$ cat config.mk
export PLATFORM = sky130hd
export DESIGN_NAME = instr_fetch
export DESIGN_NICKNAME = d
export VERILOG_FILES = /design/src/rtl/cpu_pkg.sv /design/src/rtl/fetch_pc_reg.sv /design/src/rtl/instr_fetch.sv
export SDC_FILE = /design/constraint.sdc
export NUM_CORES = 1
export LEC_CHECK = 0
export ABC_AREA = 1
export CORE_ASPECT_RATIO = 0.5
export CORE_MARGIN = 2
export CORE_UTILIZATION = 43
export DETAILED_ROUTE_END_ITERATION = 8
export PLACE_DENSITY = 0.83
export SLEW_MARGIN = 20
export SYNTH_ARGS = -nofsm -noshare
export SYNTH_HDL_FRONTEND = slang
export SYNTH_HIERARCHICAL = 1
export SYNTH_SLANG_ARGS = --single-unit
$ cat constraint.sdc
create_clock -name clk -period 1.9 [get_ports clk]
set_input_delay 0.38 -clock clk [delete_from_list [all_inputs] [get_ports clk]]
set_output_delay 0.38 -clock clk [all_outputs]
set_load 0.02 [all_outputs]
$ cat src/rtl/cpu_pkg.sv
// Definitions shared by the fetch stage and the load/store unit: fetch state
// encoding, instruction size and the address-legality check.
package cpu_pkg;

  typedef enum logic [1:0] {
    FETCH_IDLE = 2'd0,
    FETCH_REQ  = 2'd1,
    FETCH_DONE = 2'd2
  } fetch_state_e;

  localparam int unsigned INSTR_BYTES = 4;

  // Word-aligned and below the exclusive limit. Callers widen to 64 bits.
  function automatic logic addr_legal(input logic [63:0] addr, input logic [63:0] limit);
    return (addr[1:0] == 2'b00) && (addr < limit);
  endfunction

endpackage

$ cat src/rtl/fetch_pc_reg.sv
// Program counter register: load beats increment, increment wraps modulo 2^ADDR_W.
// Updates are taken only while en_i is high.
module fetch_pc_reg
  import cpu_pkg::*;
#(
  parameter int unsigned         ADDR_W   = 32,
  parameter logic [ADDR_W-1:0]   RESET_PC = '0
) (
  input  logic              clk,
  input  logic              reset,
  input  logic              en_i,
  input  logic              load_i,
  input  logic              inc_i,
  input  logic [ADDR_W-1:0] target_i,
  output logic [ADDR_W-1:0] pc_o
);

  logic [ADDR_W-1:0] pc_q, pc_d;

  always_comb begin
    pc_d = pc_q;
    if (en_i && load_i)     pc_d = target_i;
    else if (en_i && inc_i) pc_d = pc_q + ADDR_W'(INSTR_BYTES);
  end

  // NOTE: clocked state uses non-blocking assignments so every register
  // samples the pre-edge values, independent of statement order.
  always_ff @(posedge clk) begin
    if (reset) pc_q <= RESET_PC;
    else       pc_q <= pc_d;
  end

  assign pc_o = pc_q;

endmodule

$ cat src/rtl/instr_fetch.sv
// Instruction-fetch stage: PC, req/ack handshake with instruction memory,
// wait/fault flags for the control FSM. Optional ack watchdog: INSTR_FETCH_TIMEOUT_EN.
module instr_fetch
  import cpu_pkg::*;
#(
  parameter int unsigned       ADDR_W    = 32,
  parameter int unsigned       DATA_W    = 32,
  parameter logic [ADDR_W-1:0] RESET_PC  = '0,
  parameter logic [ADDR_W-1:0] MEM_LIMIT = 32'h0001_0000,
  parameter int unsigned       TIMEOUT   = 255
) (
  input  logic              clk,
  input  logic              reset,
  input  logic              fetch_start,
  input  logic              pc_inc,
  input  logic              pc_load,
  input  logic [ADDR_W-1:0] pc_target,
  input  logic              mem_ack,
  input  logic [DATA_W-1:0] mem_rdata,
  output logic              mem_req,
  output logic [ADDR_W-1:0] mem_addr,
  output logic [ADDR_W-1:0] pc,
  output logic [DATA_W-1:0] instr,
  output logic              wait_instr,
  output logic              instr_segv
);

  if (TIMEOUT == 0) begin : g_bad_timeout
    $error("instr_fetch: TIMEOUT must be non-zero");
  end

  fetch_state_e      state_q, state_d;
  logic              mem_req_q, mem_req_d;
  logic [DATA_W-1:0] instr_q, instr_d;
  logic              segv_q, segv_d;
  logic              pc_legal;

`ifdef INSTR_FETCH_TIMEOUT_EN
  localparam int unsigned TMO_W = ($clog2(TIMEOUT + 1) > 8) ? $clog2(TIMEOUT + 1) : 8;
  logic [TMO_W-1:0] tmo_q, tmo_d;
`endif

  fetch_pc_reg #(
    .ADDR_W  (ADDR_W),
    .RESET_PC(RESET_PC)
  ) u_pc_reg (
    .clk     (clk),
    .reset   (reset),
    .en_i    (state_q == FETCH_IDLE),
    .load_i  (pc_load),
    .inc_i   (pc_inc),
    .target_i(pc_target),
    .pc_o    (pc)
  );

  assign pc_legal = addr_legal(64'(pc), 64'(MEM_LIMIT));

  // NOTE: every always_comb output gets a default first, so no path through
  // the case statement can leave a signal unassigned and infer a latch.
  always_comb begin
    state_d   = state_q;
    mem_req_d = mem_req_q;
    instr_d   = instr_q;
    segv_d    = segv_q;
`ifdef INSTR_FETCH_TIMEOUT_EN
    tmo_d     = tmo_q;
`endif
    case (state_q)
      FETCH_IDLE: begin
        if (fetch_start) begin
          if (pc_legal) begin
            state_d   = FETCH_REQ;
            mem_req_d = 1'b1;
`ifdef INSTR_FETCH_TIMEOUT_EN
            tmo_d     = '0;
`endif
          end else begin
            state_d = FETCH_DONE;
            segv_d  = 1'b1;
            instr_d = '0;
          end
        end
      end
      FETCH_REQ: begin
        if (mem_ack) begin
          state_d   = FETCH_DONE;
          mem_req_d = 1'b0;
          instr_d   = mem_rdata;
          segv_d    = 1'b0;
        end
`ifdef INSTR_FETCH_TIMEOUT_EN
        else if (tmo_q == TMO_W'(TIMEOUT - 1)) begin
          state_d   = FETCH_DONE;
          mem_req_d = 1'b0;
          instr_d   = '0;
          segv_d    = 1'b1;
        end else begin
          tmo_d = tmo_q + 1'b1;
        end
`endif
      end
      FETCH_DONE: begin
        if (!fetch_start) state_d = FETCH_IDLE;
      end
      default: state_d = FETCH_IDLE;
    endcase
  end

  always_ff @(posedge clk) begin
    if (reset) begin
      state_q   <= FETCH_IDLE;
      mem_req_q <= 1'b0;
      instr_q   <= '0;
      segv_q    <= 1'b0;
    end else begin
      state_q   <= state_d;
      mem_req_q <= mem_req_d;
      instr_q   <= instr_d;
      segv_q    <= segv_d;
    end
  end

`ifdef INSTR_FETCH_TIMEOUT_EN
  always_ff @(posedge clk) begin
    if (reset) tmo_q <= '0;
    else       tmo_q <= tmo_d;
  end
`endif

  assign mem_req    = mem_req_q;
  assign mem_addr   = pc;
  assign instr      = instr_q;
  assign instr_segv = segv_q;
  assign wait_instr = fetch_start && (state_q != FETCH_DONE);

  // The PC only moves in IDLE; strobes elsewhere are a control-path bug.
  a_pc_update_idle : assert property (@(posedge clk) disable iff (reset)
    (pc_load || pc_inc) |-> (state_q == FETCH_IDLE));

endmodule
==> results.sh, run 1 <==
export IMPL_hold_class="in -> reg"
export IMPL_port_buffers=168
export IMPL_final_cells=864
export IMPL_grt_pass1_wl_um=20200
export IMPL_synth_top_area_share_pct=33.9
export IMPL_worstPathMaxFanout=6
export IMPL_fp_dieW_um=141
export IMPL_crit_buf_inv=1
export IMPL_layout_drive_gt1_share_pct=10.2
export IMPL_seq_power_share_pct=32.8
export IMPL_slew_headroom_pct=70.8
export IMPL_timing_final_ws_setup_ns=0.0480
export IMPL_synth_area_leaders="dfxtp_1 34%, nand2_1 15%, a21oi_1 6.7%"
export IMPL_ys_types=31
export IMPL_syn_area_mm2=0.00401
export IMPL_cpLargestDelayFamily="buffers and inverters"
export IMPL_cts_made_buffers=9
export IMPL_cts_tree="built"
export IMPL_fin_skew_ns=0.00563
export IMPL_worstMarginPinSlew_ns=0.438
export IMPL_grt_pass1_vias=4145
export IMPL_area_growth_pct=49.0
export IMPL_post_place_ws_ns=-0.131
export IMPL_antenna_found_initial=0
export IMPL_fin_crit_sh_pct=97.5
export IMPL_powerDensity_mw_per_mm2=873
export IMPL_overflow=0
export IMPL_drtIter0Drc=501
export IMPL_core_mm2=0.00889
export IMPL_maxCapViolCount=0
export IMPL_worstPathRequired_ns=1.52
export IMPL_nNetsFinal=813
export IMPL_p_int_mw=3.44
export IMPL_viasPerCell=5.22
export IMPL_syn_inst=608
export IMPL_crit_start="u_pc_reg/pc_o[8]$_SDFFE_PP0P_"
export IMPL_layout_commonest_cell="nand2_1"
export IMPL_vdd_ir_drop_max_mv=0.485
export IMPL_period_needed_ns=1.85
export IMPL_postCtsSetupRepairBufs=0
export IMPL_cts_buffer_depth=2
export IMPL_cp_start_kind="flop"
export IMPL_worst_r2r_endpoint="u_pc_reg/pc_o[18]$_SDFFE_PP0P_"
export IMPL_first_pass_iters=5
export IMPL_clkLatencyLatePin_ns=0.34
export IMPL_grt_util_met3_pct=7.46
export IMPL_ys_seq_elements=68
export IMPL_cp_cell_sequence="clkdlybuf4s50_1"
export IMPL_boundaryPins=169
export IMPL_grt_total_usage_pct=24.8
export IMPL_maxSlewViolCount=0
export IMPL_diodes=0
export IMPL_hold_viol=0
export IMPL_seq_area_frac_synth_pct=33.9
export IMPL_p_sw_share_pct=34.1
export IMPL_clk_pin_slew_ns=0.06
export IMPL_top_usage_layer="met2"
export IMPL_drc=0
export IMPL_syn_avg_cell_area_um2=6.60
export IMPL_endpoint="pc[8]"
export IMPL_rows=24
export IMPL_switching_power_mw=1.78
export IMPL_start_util_pct=45.1
export IMPL_dieArea_mm2=0.0102
export IMPL_p_comb_share_pct=31.8
export IMPL_rr_worst_depth=8
export IMPL_die_h_um=72.3
export IMPL_setup_violations=0
export IMPL_via_count=4514
export IMPL_max_freq_mhz=540
export IMPL_slowest_delay_ns=0.66
export IMPL_gp_congestion=0.879
export IMPL_r2r_start="state_q[1]$_SDFFE_PP0P_"
export IMPL_slowest_stage="clkdlybuf4s50_1"
export IMPL_met2_usage_pct=40.1
export IMPL_htree_levels=3
export IMPL_yosys_warnings=6
export IMPL_routed_wirelength_um=12700
export IMPL_routedWlPerCell_um=14.7
export IMPL_critPathKind="reg -> out"
export IMPL_grt_start_max_net_pins=36
export IMPL_grt_setup_unrepaired="false"
export IMPL_dpl_cell_count=848
export IMPL_status="complete, no violations"
export IMPL_clockPowerShare_pct=35.3
export IMPL_crit_path_end_kind="primary output"
export IMPL_hold_buffers=0
export IMPL_clkSinkCount=68
export IMPL_synth_nets=679
export IMPL_mostFrequentLayoutCells="158 x nand2_1, 151 x clkdlybuf4s50_1, 64 x dfxtp_1"
export IMPL_grt_util_met1_pct=32.0
export IMPL_postRouteAntennaNets=0
export IMPL_synth_area_leader_cell="dfxtp_1"
export IMPL_leakagePower_nw=2.34
export IMPL_arrival_ns=1.47
export IMPL_dp_hpwl_um=9070
export IMPL_worstSetupPathDepth=1
export IMPL_r2r_slack_ns=0.20
export IMPL_cts_root_buf="clkbuf_16"
## cells in the mapped netlist
| master | n |
|---|---|
| nand2_1 | 158 |
| dfxtp_1 | 68 |
| nor2_1 | 55 |
| a21oi_1 | 54 |
| inv_1 | 46 |
| nand3_1 | 41 |
| buf_4 | 34 |
| nand4_1 | 34 |
| o21ai_0 | 20 |
| clkbuf_1 | 18 |
| nand2_2 | 10 |
| nor2_2 | 9 |
| nor2_4 | 8 |
| nor3_1 | 8 |
| a22oi_1 | 6 |
| o211ai_1 | 6 |
| a21oi_2 | 4 |
| a31oi_1 | 4 |
| buf_1 | 4 |
| buf_6 | 4 |
| inv_2 | 4 |
| buf_2 | 3 |
| a211oi_1 | 2 |
| a311oi_1 | 1 |
| and2_1 | 1 |
| ha_1 | 1 |
| nand2_4 | 1 |
| nand3b_1 | 1 |
| nor4_1 | 1 |
| o21ai_1 | 1 |
| or2_2 | 1 |
## timing repair
action / 4_1_cts / 5_1_grt
gates cloned: 0 / 0
gates resized for setup: 4 / 16
endpoints found under the setup margin: 5 / 19
## flip-flops by register name, summed over array words and instances (netlist names)
name	flops
instr_segv	1
state_q	2
mem_req	1
instr	32
u_pc_reg/pc_o	32
## metal layers
layer  part of all wire, %  vias to the layer above
li1                      -                     2235
met1                    43                     2065
met2                    46                      192
met3                   8.8                       22
met4                   2.1                        0
met5                     0                        -
## worst min-delay path by stage
stage,startpoint,to,slack (ns),cells past startpoint
floorplan,state_q[1]$_SDFFE_PP0P_,state_q[1]$_SDFFE_PP0P_,0.53,2
global placement,instr[24]$_SDFFE_PP0P_,instr[24]$_SDFFE_PP0P_,0.45,2
detailed placement,instr[25]$_SDFFE_PP0P_,instr[25]$_SDFFE_PP0P_,0.45,2
CTS,reset,u_pc_reg/pc_o[6]$_SDFFE_PP0P_,0.42,4
global route,reset,u_pc_reg/pc_o[6]$_SDFFE_PP0P_,0.44,4
finish,reset,u_pc_reg/pc_o[6]$_SDFFE_PP0P_,0.44,4
## cells by family after synthesis
logic type	Yosys count	synth area share [%]
AOI/OAI and AO/OA	98	13.7
and+or+nand+nor	328	37.5
adders and majority gates	1	0.312
buffers and inverters	113	14.6
DFF	68	33.9
## cell type report
type	instances	area, um^2
well taps	117	146
clock buffers	9	225
clock inverters	7	98.8
repair buffers	186	1890
fillers	761	2910
inverters	50	188
multi-input cells	427	2070
flip-flops and latches	68	1370
## metrics by stage
| stage | hold WS [ns] | utilization, % | setup TNS (ns) | total power [mW] | cell area, um^2 |
|---|---|---|---|---|---|
| finish | 0.442 | 67.3 | 0 | 5.22 | 5980 |
| CTS | 0.420 | 66.9 | 0 | 5.25 | 5940 |
| global placement | 0.445 | 63.3 | -0.125 | 3.38 | 5620 |
| detailed placement | 0.453 | 63.3 | -0.131 | 3.40 | 5620 |
| floorplan | 0.530 | - | 0 | 2.72 | 4010 |
| global route | 0.441 | 67.3 | 0 | 5.46 | 5980 |
## power by group through the flow
stage	registers (mW)	clock network (mW)	logic, mW
finish	1.72	1.85	1.66
floorplan	1.82	0	0.909
CTS	1.71	1.87	1.66
global placement	1.74	0	1.64
global route	1.74	1.94	1.78
detailed placement	1.74	0	1.66
No activity file was read; power rests on OpenSTA's default activity.
==> run 2: changes to the inputs <==
Settings changed: CORE_MARGIN 2 to default, GPL_TIMING_DRIVEN from default to 0.
Clock period 1.9 ns to 1.8 ns, I/O delays scaled along.
==> run 2 against run 1 <==
  * The run now ends with design-rule violations left
  * Highest routed layer unchanged
  * Critical path type unchanged
  * Register-to-register slack worse by 0.07 ns
  * Sequential power grew 6%
  * Utilization up 3.1 points
  * Critical path depth unchanged
  * First-iteration DRC count fell by 4.6%
  * Flip-flop and latch count unchanged
  * Final area grew 4.6%
  * Largest cell class is now non-clock buffers
  * Final cell count is 5.2% higher
  * Worst hold slack worse by 0.021 ns
==> results.sh, run 2 (same netlist as run 1, synthesis figures left out) <==
export IMPL_status="finished, violations left"
export IMPL_violations="design-rule violations"
export IMPL_grt_total_usage_pct=28.4
export IMPL_fin_skew_ns=0.00873
export IMPL_switching_power_mw=1.91
export IMPL_layout_drive_gt1_share_pct=16.3
export IMPL_grt_pass1_wl_um=21900
export IMPL_layout_commonest_cell="nand2_1"
export IMPL_gp_congestion=0.973
export IMPL_ff_latch_area_mm2=0.00140
export IMPL_clockPowerShare_pct=37.2
export IMPL_grt_start_max_net_pins=13
export IMPL_hp_start="mem_ack"
export IMPL_drtIter0Drc=478
export IMPL_slew_headroom_pct=50.8
export IMPL_postRouteAntennaNets=0
export IMPL_multi_input_area_mm2=0.00208
export IMPL_htree_levels=3
export IMPL_maxSlewViolCount=0
export IMPL_r2r_slack_ns=0.13
export IMPL_worstMarginPinSlew_ns=0.738
export IMPL_cts_root_buf="clkbuf_16"
export IMPL_hold_class="in -> reg"
export IMPL_fp_dieW_um=139
export IMPL_cpLargestDelayFamily="buffers and inverters"
export IMPL_mostFrequentLayoutCells="158 x nand2_1, 133 x clkdlybuf4s50_1, 55 x nor2_1"
export IMPL_holdWs_ns=0.421
export IMPL_rows=24
export IMPL_viasPerCell=5.31
export IMPL_leakagePower_nw=2.54
export IMPL_overflow=0
export IMPL_slowest_delay_ns=0.64
export IMPL_worst_r2r_endpoint="u_pc_reg/pc_o[26]$_SDFFE_PP0P_"
export IMPL_core_mm2=0.00889
export IMPL_hold_buffers=0
export IMPL_vdd_ir_drop_max_mv=0.576
export IMPL_diodes=0
export IMPL_maxCapViolCount=0
export IMPL_cts_made_buffers=9
export IMPL_drc=7
export IMPL_start_util_pct=45.1
export IMPL_dp_hpwl_um=9920
export IMPL_routedWlPerCell_um=15.1
export IMPL_first_pass_iters=8
export IMPL_routed_wirelength_um=13800
export IMPL_cts_tree="built"
export IMPL_slowest_stage="clkdlybuf4s50_1"
export IMPL_clkLatencyLatePin_ns=0.34
export IMPL_fin_crit_sh_pct=98.4
export IMPL_cp_start_kind="flop"
export IMPL_fillers=724
export IMPL_powerDensity_mw_per_mm2=936
export IMPL_setup_violations=0
export IMPL_crit_path_end_kind="primary output"
export IMPL_worstPathRequired_ns=1.44
export IMPL_clkSinkCount=68
export IMPL_boundaryPins=169
export IMPL_period_needed_ns=1.77
export IMPL_rr_worst_depth=10
export IMPL_p_sw_share_pct=32.6
export IMPL_grt_setup_unrepaired="true"
export IMPL_cp_cell_sequence="clkdlybuf4s50_1"
export IMPL_hold_path_end="instr[29]$_SDFFE_PP0P_"
export IMPL_grt_pass1_vias=4371
export IMPL_area_growth_pct=55.9
export IMPL_p_int_mw=3.95
export IMPL_holdPathStages=3
export IMPL_via_count=4824
export IMPL_port_buffers=166
export IMPL_cts_buffer_depth=2
export IMPL_arrival_ns=1.41
export IMPL_crit_buf_inv=1
export IMPL_seq_power_share_pct=31.3
export IMPL_nNetsFinal=859
export IMPL_die_h_um=70.3
export IMPL_final_util_pct=70.4
export IMPL_r2r_start="u_pc_reg/pc_o[2]$_SDFFE_PP0P_"
export IMPL_dieArea_mm2=0.00975
export IMPL_clk_pin_slew_ns=0.06
export IMPL_worstPathMaxFanout=8
export IMPL_p_comb_share_pct=31.6
export IMPL_max_freq_mhz=564
export IMPL_antenna_found_initial=0
export IMPL_critPathKind="reg -> out"
export IMPL_hold_viol=0
-- run 2: power groups by stage --
stage / sequential [mW] / combinational, mW / clock [mW]
floorplan: 1.92 / 0.959 / 0
global placement: 1.83 / 1.81 / 0
detailed placement: 1.84 / 1.84 / 0
CTS: 1.83 / 1.81 / 2.20
global route: 1.86 / 1.99 / 2.28
finish: 1.83 / 1.85 / 2.18
-- run 2: worst max path at each step --
stage / startpoint / to / slack, ns / depth (start not counted)
after CTS: u_pc_reg/pc_o[2]$_SDFFE_PP0P_ / pc[2] / 0.002 / 2
after floorplan: u_pc_reg/pc_o[3]$_SDFFE_PP0P_ / u_pc_reg/pc_o[26]$_SDFFE_PP0P_ / 0.22 / 10
after global routing: state_q[1]$_SDFFE_PP0P_ / u_pc_reg/pc_o[21]$_SDFFE_PP0P_ / -0.02 / 10
after global placement: pc_load / u_pc_reg/pc_o[26]$_SDFFE_PP0P_ / -0.29 / 7
after detailed placement: pc_load / u_pc_reg/pc_o[26]$_SDFFE_PP0P_ / -0.28 / 7
final: u_pc_reg/pc_o[19]$_SDFFE_PP0P_ / mem_addr[19] / 0.03 / 1
-- run 2: what timing repair did --
item / 4_1_cts / 5_1_grt
pin swaps: 0 / 2
gates resized for setup: 53 / 21
setup endpoints to repair: 68 / 37
gates cloned: 0 / 0
setup buffers: 0 / 3
-- run 2: metal layers --
metal	wire, um	GRT usage [%]	part of all wire [%]
met5	0	0	0
met1	5840	34.9	42
met2	6350	46.9	46
met3	1280	9.88	9.3
met4	287	8.52	2.1
-- run 2: metrics by stage --
step	worst slack (ns)	cells	total power [mW]	TNS, ns	cell area [um^2]
5_1_grt	-0.0210	909	6.13	-0.0210	6260
6_report	0.0281	909	5.86	0	6260
4_1_cts	0.00165	906	5.84	0	6190
2_1_floorplan	0.222	608	2.88	0	4010
3_3_place_gp	-0.289	891	3.64	-7.23	5820
3_5_place_dp	-0.277	891	3.68	-8.90	5820
-- run 2: cell type report --
class / count / area share (%)
Buffer: 63 / 6.52
Clock buffer: 9 / 3.60
Clock inverter: 6 / 2.18
Inverter: 50 / 3.08
Multi-Input combinational cell: 427 / 33.2
Sequential cell: 68 / 22.3
Tap cell: 117 / 2.34
Timing Repair Buffer: 169 / 26.8
==> patch: new RTL, config.mk and constraints of run 2 <==
The option `INSTR_FETCH_TIMEOUT_EN` is turned on by a define.
--- a/src/rtl/instr_fetch.sv
+++ b/src/rtl/instr_fetch.sv
@@ -1,5 +1,7 @@
 // Instruction-fetch stage: PC, req/ack handshake with instruction memory,
 // wait/fault flags for the control FSM. Optional ack watchdog: INSTR_FETCH_TIMEOUT_EN.
+`define INSTR_FETCH_TIMEOUT_EN
+
 module instr_fetch
   import cpu_pkg::*;
 #(
Formal check against the unedited RTL: no difference found for any inputs over 4 cycles, from zero or initial values and one cycle with reset high; that may be too few to reach the edited logic, so the function may still have changed.
==> patch against run 2 <==
The flow still finishes with violations (design-rule violations); worst setup slack barely moved; synthesized cell count rose by 13%; sequential cell count rose by 8; sequential power rose by 9.8%; wire length rose by 2.5%; final area rose by 8.3%; maximum frequency barely moved; synthesized area rose by 14%; total power fell by 4.4%; final cell count rose by 11%.
==> patch: results (changes against run 2) <==
Status - finished, violations left (unchanged)
Failing checks - design-rule violations (unchanged)
Drt total wl - 14.1 mm (was 13.8 mm)
Synthesis Warnings - 6 (unchanged)
First-pass GRT wire length - 22.2 mm (was 21.9 mm)
Number of H-tree levels - 3 (unchanged)
Via density - 5.09 (was 5.31)
Post-synth cell types - 38 (was 31)
Ratio of cells with drive above 1 in the final layout - 18.1% (was 16.3%)
Total GRT Usage - 25.5% (was 28.4%)
GR Layer Usage met1 - 30.9% (was 34.9%)
WL met2 - 6.67 mm (was 6.35 mm)
Gp weighted congestion - 0.933 (was 0.973)
DRT iter0 DRCs - 339 (was 478)
Post-Route M1 WL - 6.10 mm (was 5.84 mm)
Pleak - 2.71 nW (was 2.54 nW)
Synth cell count leaders - nand2_1, dfxtp_1, nor2_1 (unchanged)
Initial antenna violation count - 0 (unchanged)
Vias - 5155 (was 4824)
Router iterations before antenna repair - 7 (was 8)
Sequential fraction of the synthesis area - 33.3% (was 33.9%)
Final Net Count - 940 (was 859)
Net Count, Synth - 758 (was 679)
Crit path max fanout - 7 (was 8)
Crit path largest cell delay - 660 ps (was 640 ps)
# DRC - 1 (was 7)
Cell count after synthesis - 685 (was 608)
Met3 routed WL - 1.12 mm (was 1.28 mm)
Cells after DPL - 992 (was 891)
Fraction of registers with async set/reset - 0% (unchanged)
Placed cell area - 6420 um^2 (was 5820 um^2)
Grt met3 use - 6.48% (was 9.88%)
VDD IR-drop max - 0.000550 V (was 0.000576 V)
Worst Skew - 8.00 ps (was 8.73 ps)
Via count of the first global-routing pass - 4680 (was 4371)
Synth area leaders - dfxtp_1, nand2_1, nand3_1 (was dfxtp_1, nand2_1, a21oi_1)
Slowest stage cell, crit path - clkdlybuf4s50_1 (unchanged)
Pre-CTS setup slack - -241 ps (was -277 ps)
PortBufs - 167 (was 166)
Dpl hpwl - 10.4 mm (was 9.92 mm)
Longest Clk Path Bufs - 2 (unchanged)
Worst Max-Slew Pin Slew - 694 ps (was 738 ps)
Clk pin slew, worst setup/hold paths - 60 ps (about the same)
Pin count of the biggest net entering global routing - 15 (was 13)
GR Layer Usage met2 - 45.4% (was 46.9%)
Top routing layer used - met4 (unchanged)
CTS Buf Count - 9 (unchanged)
[patch: cell count changes in the layout (fill, tap and decap cells not counted), moves of 8 or more]
cell | run 2 | this run
nand4_1 | 34 | 1
nand3_1 | 41 | 60
inv_1 | 46 | 54
nand2_2 | 9 | 23
a21oi_2 | 4 | 12
nor2_1 | 55 | 70
dfxtp_1 | 40 | 48
nand2_1 | 158 | 190
[patch: final cells by class]
class	count	area, um^2
fill	909	3500
clock inverter	6	47.5
timing repair buffer	171	1690
buffer	58	397
multi-input combinational	494	2460
tap	140	175
clock buffer	10	239
sequential	76	1560
inverter	57	216
[patch: kinds of logic after synthesis]
logic type	count (synthesis)	synth area share (%)
AO/OA/AOI/OAI	105	13.8
XOR/XNOR	2	0.383
adder cells (fa/ha/maj)	3	0.822
buffers and inverters	115	13.2
flip-flops	76	33.3
AND/OR/NAND/NOR	384	38.5
[patch: worst paths after layout]
| kind | from | endpoint | slack, ps | cells past startpoint |
|---|---|---|---|---|
| setup reg to reg | state_q[0]$_SDFFE_PP0P_ | u_pc_reg/pc_o[24]$_SDFFE_PP0P_ | 120 | 10 |
| hold reg to reg | instr[26]$_SDFFE_PP0P_ | instr[26]$_SDFFE_PP0P_ | 460 | 2 |
| hold / removal | reset | instr[11]$_SDFFE_PP0P_ | 380 | 2 |
| setup / recovery | u_pc_reg/pc_o[16]$_SDFFE_PP0P_ | mem_addr[16] | 30 | 1 |
[patch: timing repair]
| action | 4_1_cts | 5_1_grt |
|---|---|---|
| buffers inserted | 0 | 4 |
| pin swaps | 0 | 3 |
| setup endpoints to repair | 78 | 58 |
| resized for setup | 56 | 20 |
[patch: where the power goes]
group          switching [mW]  internal [mW]
clock                   0.768          0.981
combinational            1.02          0.824
sequential              0.192           1.81
